**config.mk**
```make
export PLATFORM = sky130hd
export DESIGN_NAME = pending_priority_encoder
export DESIGN_NICKNAME = d
export VERILOG_FILES = /design/src/rtl/pending_priority_encoder.sv
export SDC_FILE = /design/constraint.sdc
export NUM_CORES = 1
export LEC_CHECK = 0
export ABC_AREA = 1
export CAP_MARGIN = 20
export CORE_UTILIZATION = 41
export DETAILED_ROUTE_END_ITERATION = 8
export HOLD_SLACK_MARGIN = 0.06
export PLACE_DENSITY = 0.76
export SYNTH_ARGS = -nofsm -noshare
export SYNTH_HDL_FRONTEND = slang
export SYNTH_SLANG_ARGS = --single-unit
```
**constraint.sdc**
```tcl
create_clock -name clk -period 1.3 [get_ports clk]
set_clock_uncertainty 0.1 [all_clocks]
set_input_delay 0.195 -clock clk [delete_from_list [all_inputs] [get_ports clk]]
set_output_delay 0.195 -clock clk [all_outputs]
set_load 0.05 [all_outputs]
```
**src/rtl/pending_priority_encoder.sv**
```systemverilog
// Captures request pulses into a pending set and grants one index per accepted cycle.
// Define PENDING_PRIO_RR_EN for round-robin selection; fixed lowest-index priority otherwise.
module pending_priority_encoder #(
  parameter  int WIDTH = 8,
  localparam int IDX_W = $clog2(WIDTH)
) (
  input  logic             clk,
  input  logic             rst_n,
  input  logic             ena,
  input  logic [WIDTH-1:0] in,
  input  logic             out_ready,
  output logic             out_valid,
  output logic [IDX_W-1:0] y,
  output logic [WIDTH-1:0] pending
);

  // Handshake: y is transferred on a rising edge where out_valid && out_ready;
  // y and out_valid stay frozen while out_valid && !out_ready.
  logic             load;
  logic             found;
  logic [IDX_W-1:0] sel;
  logic [WIDTH-1:0] clr;

  assign load = !out_valid || out_ready;

`ifdef PENDING_PRIO_RR_EN
  logic [IDX_W-1:0] ptr;

  function automatic int wrap_idx(input int base, input int off);
    int s;
    s = base + off;
    if (s >= WIDTH) s = s - WIDTH;
    return s;
  endfunction

  // Descending scan so the smallest offset from ptr is the last to assign.
  always_comb begin
    found = 1'b0;
    sel   = '0;
    for (int i = WIDTH - 1; i >= 0; i--) begin
      if (pending[wrap_idx(int'(ptr), i)]) begin
        found = 1'b1;
        sel   = IDX_W'(wrap_idx(int'(ptr), i));
      end
    end
  end

  always_ff @(posedge clk or negedge rst_n) begin
    if (!rst_n) begin
      ptr <= '0;
    end else if (load && found) begin
      ptr <= (sel == IDX_W'(WIDTH - 1)) ? '0 : sel + 1'b1;
    end
  end
`else
  always_comb begin
    found = 1'b0;
    sel   = '0;
    for (int i = WIDTH - 1; i >= 0; i--) begin
      if (pending[i]) begin
        found = 1'b1;
        sel   = IDX_W'(i);
      end
    end
  end
`endif

  always_comb begin
    clr = '0;
    if (load && found) clr[sel] = 1'b1;
  end

  // A fresh request on the granted bit re-sets it: set wins over clear.
  always_ff @(posedge clk or negedge rst_n) begin
    if (!rst_n) begin
      pending   <= '0;
      out_valid <= 1'b0;
      y         <= '0;
    end else begin
      pending <= (pending & ~clr) | (in & {WIDTH{ena}});
      if (load) begin
        out_valid <= found;
        if (found) y <= sel;
      end
    end
  end

endmodule

```
# ---- After elaboration in Yosys (flattened, before gate mapping)
# Cells that the tools add are included.
dict set report word_totals {
  register_bits 12
  input_bits 12
  output_inout_bits 12
  wordCells 33
}
dict set report op_classes {
  magnitude_cmp 2
  mux 19
  bitwise_logic 4
  reduce_logical 5
}
# operator n
set ops {}
lappend ops {{3-bit two-way mux} 8}
lappend ops {{8-bit bitwise AND} 2}
lappend ops {{1-bit two-way mux} 9}
lappend ops {{8-bit two-way mux} 1}
lappend ops {{8-bit NOT} 1}
lappend ops {{8-bit bitwise OR} 1}
lappend ops {{3-bit by 4-bit less-than comparator with 1-bit output, second input constant} 1}
lappend ops {{1-bit demux with 3-bit select} 1}
lappend ops {{3-bit by 1-bit >= comparator with 1-bit output, second input constant} 1}
lappend ops {{1-bit logical AND} 2}
lappend ops {{2-bit AND reduction} 1}
lappend ops {{1-bit zero test} 1}
lappend ops {{1-bit logical OR} 1}

# ---- Depth between registers and ports, before layout
dict set report depth {
  ltp_word 16
  mapped_depth 11
  mapped_depth_nobuf 11
}

# ---- Worst setup path after synthesis
# OpenSTA, ideal clock, no wires.
dict set report synth_timing {
  kind {register -> register}
  startpoint {register pending[1]}
  endpoint {register pending[7]}
  setup_time_ps 120
  t_arrival_ps 1312
  t_required_ps 1080
  slack_ps -232
  stages_incl_launch_ff 8
  path_buffers 0
  synth_period_minus_slack_ps 1532
  path_cell_list {dfrtp_1 inv_1 nand4_1 nand2_4 nand2_4 nand4_1 nand2_1 nand2_1}
}
dict set report synth_via {
  elab_chain_len 10
  word_cells_on_any_way 14
  cone_classes {2 x order compare; 7 x mux; 3 x bitwise; 2 x reduce/logical}
}
# element line_no
set synth_rtl {}
lappend synth_rtl {{start, declared} 14} ;# output logic [WIDTH-1:0] pending
lappend synth_rtl {{start signal, assigned} 80} ;# pending <= (pending & ~clr) | (in & {WIDTH{ena}});
lappend synth_rtl {{3-bit two-way mux (2 in series)} 60} ;# if (pending[i]) begin
lappend synth_rtl {{3-bit by 4-bit less-than comparator with 1-bit output (not written as such) or 3-bit by 1-bit >= comparator with 1-bit output (tied branches)} 70} ;# if (load && found) clr[sel] = 1'b1;
lappend synth_rtl {{1-bit logical AND (not written as such)} 70}
lappend synth_rtl {{1-bit two-way mux (not written as such)} 70}
lappend synth_rtl {{1-bit demux with 3-bit select} 70}
lappend synth_rtl {{8-bit two-way mux (*)} 70}
lappend synth_rtl {{8-bit NOT (*)} 80}
lappend synth_rtl {{8-bit bitwise AND (*)} 80}
lappend synth_rtl {{8-bit bitwise OR (*)} 80}
# Every way passes the cells marked *; elsewhere a longest branch is shown, timed or not.
# A chain may end at the register's enable or synchronous reset.

# ---- Worst setup path in the final report
dict set report layout_timing {
  startpoint {register pending[4]}
  endpoint {register pending[7]}
}
dict set report layout_via {
  elab_chain_len 13
  word_cells_on_any_way 20
  cone_classes {2 x order compare; 13 x mux; 3 x bitwise; 2 x reduce/logical}
}
# element line_no
set layout_rtl {}
lappend layout_rtl {{3-bit two-way mux (5 in series)} 60}
lappend layout_rtl {{3-bit by 4-bit less-than comparator with 1-bit output (not written as such) or 3-bit by 1-bit >= comparator with 1-bit output (tied branches)} 70}
lappend layout_rtl {{1-bit logical AND (not written as such)} 70}
lappend layout_rtl {{1-bit two-way mux (not written as such)} 70}
lappend layout_rtl {{1-bit demux with 3-bit select} 70}
lappend layout_rtl {{8-bit two-way mux (*)} 70}
lappend layout_rtl {{8-bit NOT (*)} 80}
lappend layout_rtl {{8-bit bitwise AND (*)} 80}
lappend layout_rtl {{8-bit bitwise OR (*)} 80}
# Marked as above.

==> reports/metrics.yaml <==
run_status:
  outcome: "finished, violations left"
  failed_checks: "negative setup slack"
sta:
  slew_headroom: 0.781
  min_period_over_period: 1.07
  hold_violations: 0
  max_clock_freq_mhz: 720
  fin_crit_ps: 1390
  setup_ws_ps: -89.7
  fin_setup_tns_ps: -381
  rsz0062_at_grt: "true"
  worst_pin_slew_ps: 325
  finalSetupViolCount: 9
  drv_slew: 0
global_route:
  grt_pass1_wl_microns: 2670
  grt_overflow: 0
  track_usage: 0.257
  grt_max_degree: 13
  grt_pass1_vias: 665
  antenna_found_initial: 0
critical_path:
  path_buf_inv: 0
  worst_path_max_delay_cell: "dfrtp_2"
  r2r_slack_ps: -90
  cpPeakStageDelay_ps: 420
  critPathTopFamily: "simple AND/OR/NAND/NOR gates"
  worstReg2RegStart: "pending[4]"
  worstPathArrival_ps: 1460
  crit_type: "reg -> reg"
  cp.depth: 6
  r2r_cells: 6
  path_cells: "nor2_1 -> o21ai_0 -> nor2_2 -> nand4_1 -> nand2_1 -> nand2_1"
  startpoint_type: "flip-flop"
  crit_start: "pending[4]"
  end_kind: "flip-flop"
  r2r_end: "pending[7]"
  worstSetupEndpoint: "pending[7]"
  crit_path_max_fanout: 3
  worstPathRequired_ps: 1370
  crit_top_cell: "nand2_1"
synth:
  synth-edff-count: 0
  ys_seq_area_frac: 0.481
  synthTopCellsByCount: "nand2_1 (30), dfrtp_1 (12), inv_1 (10)"
  synth_warnings: 0
  synth_area_per_cell_sq_um: 7.71
  ys_ff_latch: 12
  yosysMostFrequentCell: "nand2_1"
  postSynthCellCount: 81
  yosys_most_used_dff: "dfrtp_1"
  synth_nets: 93
  synth_top_cell_by_area: "dfrtp_1"
  synth_top_area_share: 0.481
  async_flop_share: 1.00
  syn_area_sq_um: 624
  synth.area.top_cells: "dfrtp_1 (48%), nand2_1 (18%), inv_1 (6.0%), nand2_4 (5.4%), nand4_1 (4.0%)"
  synth.distinct_cells: 15
pwr:
  p_leak_nw: 0.605
  ir_drop_uv: 572
  p_per_area_nw_per_um2: 1120
clock_network:
  cts_buffers: 3
  clock_latency_ps: 270
  ctsHoldBuffers: 0
  cts_tree: "done"
  clock-sinks: 12
  clk_transition_reported_paths_ps: 80
  htreeDepth: 1
  cts_buffer_depth: 2
  clock_tree.root_cell: "clkbuf_4"
worst_hold_path:
  hp-class: "in -> async"
run:
  max-cap-violations: 0
placement:
  io_buffers: 23
  placedCellCount: 132
  dp_slack_ps: -267
  gp_congestion: 0.833
  dp_hpwl_microns: 1270
  postPlaceCellArea_sq_um: 1100
floorplanning:
  fp.dieH_microns: 41.0
  ios: 24
  fp-row-count: 13
  fp.dieW_microns: 41.0
  die-area_sq_um: 1680
  coreArea_sq_um: 1370
  start_util: 0.457
layout:
  drive_gt1_frac: 0.460
  final_area_sq_um: 1190
  syn2layout_area_growth_pct: 91.2
  stdcell_count: 141
  post-route-util: 0.874
  nNetsFinal: 139
  antenna_cells: 0
routing:
  viasPerCell: 4.84
  drc_errors: 0
  dr_total_vias: 683
  firstDrtPassIters: 4
  routedWlPerCell_microns: 12.5
  totalWireLength_microns: 1760
  drt-initial-drc-count: 8
  final_antenna_net_count: 0
## state kept, by name, summed over array words and instances (netlist names)
signal     cells
y              3
pending        8
out_valid      1
## worst min-delay path by stage
stage / cells after the start / slack, ps / endpoint / startpoint
5_1_grt: 2 / 150 / y[1] / rst_n
2_1_floorplan: 0 / -200 / out_valid / rst_n
3_3_place_gp: 2 / 410 / y[2] / rst_n
3_5_place_dp: 2 / 430 / y[1] / rst_n
6_report: 2 / 130 / y[1] / rst_n
4_1_cts: 2 / 130 / y[1] / rst_n
## where the power goes
| group | total (mW) | leakage, nW | switching (mW) | internal, mW |
|---|---|---|---|---|
| sequential | 0.449 | 0.120 | 0.0344 | 0.415 |
| combinational | 0.576 | 0.465 | 0.295 | 0.280 |
| clock | 0.307 | 0.0210 | 0.137 | 0.170 |
| total | 1.33 | 0.605 | 0.467 | 0.865 |
## per-layer routing
layer	vias up	global-route usage	wire length, microns
met4	0	0.183	20
li1	343	-	-
met3	2	0.0543	92
met5	-	0	0
met1	312	0.250	697
met2	26	0.469	950
## layout make-up
type | instances | area, sq um
sequential | 12 | 312
fill | 73 | 173
timing repair buffer | 42 | 497
clock buffer | 4 | 36.3
tap | 15 | 18.8
inverter | 11 | 43.8
multi-input combinational | 57 | 287
## cells by family (layout without fill, tap and decap cells)
logic type	after synthesis	count (layout)	share of synthesized area
AO/OA/AOI/OAI	7	7	0.0621
flip-flops	12	12	0.481
buffers and inverters	13	57	0.0902
AND/OR/NAND/NOR	49	50	0.367
## metrics by stage
| stage | total power [mW] | hold slack [ps] |
|---|---|---|
| 5_1_grt | 1.39 | 148 |
| 3_3_place_gp | 0.996 | 414 |
| 6_report | 1.33 | 127 |
| 4_1_cts | 1.33 | 130 |
| 2_1_floorplan | 0.704 | -201 |
| 3_5_place_dp | 1.01 | 428 |
## layout by cell type (no fill, tap or decap)
master,netlist,final
dfrtp_2,0,9
buf_4,0,18
nand2_2,2,3
nand2_4,3,3
nor2_2,0,1
clkbuf_4,0,3
buf_12,0,12
or2_0,1,1
buf_6,1,1
a21oi_1,3,3
o21ai_1,0,1
dfrtp_1,12,3
nand4_1,4,4
clkdlybuf4s50_1,0,11
nand3_2,0,2
o21ai_0,3,2
nor2_1,5,4
a31o_2,1,1
inv_4,0,1
nand2_1,30,30
nand3_1,4,2
clkbuf_8,0,1
inv_2,1,3
inv_1,10,7
## timing repair
| action | 4_1_cts | 5_1_grt |
|---|---|---|
| cloned | 1 | 0 |
| gates resized for setup | 1 | 4 |
| pin swaps | 6 | 5 |
| buffers inserted | 2 | 2 |
| endpoints found under the hold margin | 0 | 0 |
| setup endpoints to repair | 6 | 15 |
Power figures use the tool's default switching activity.
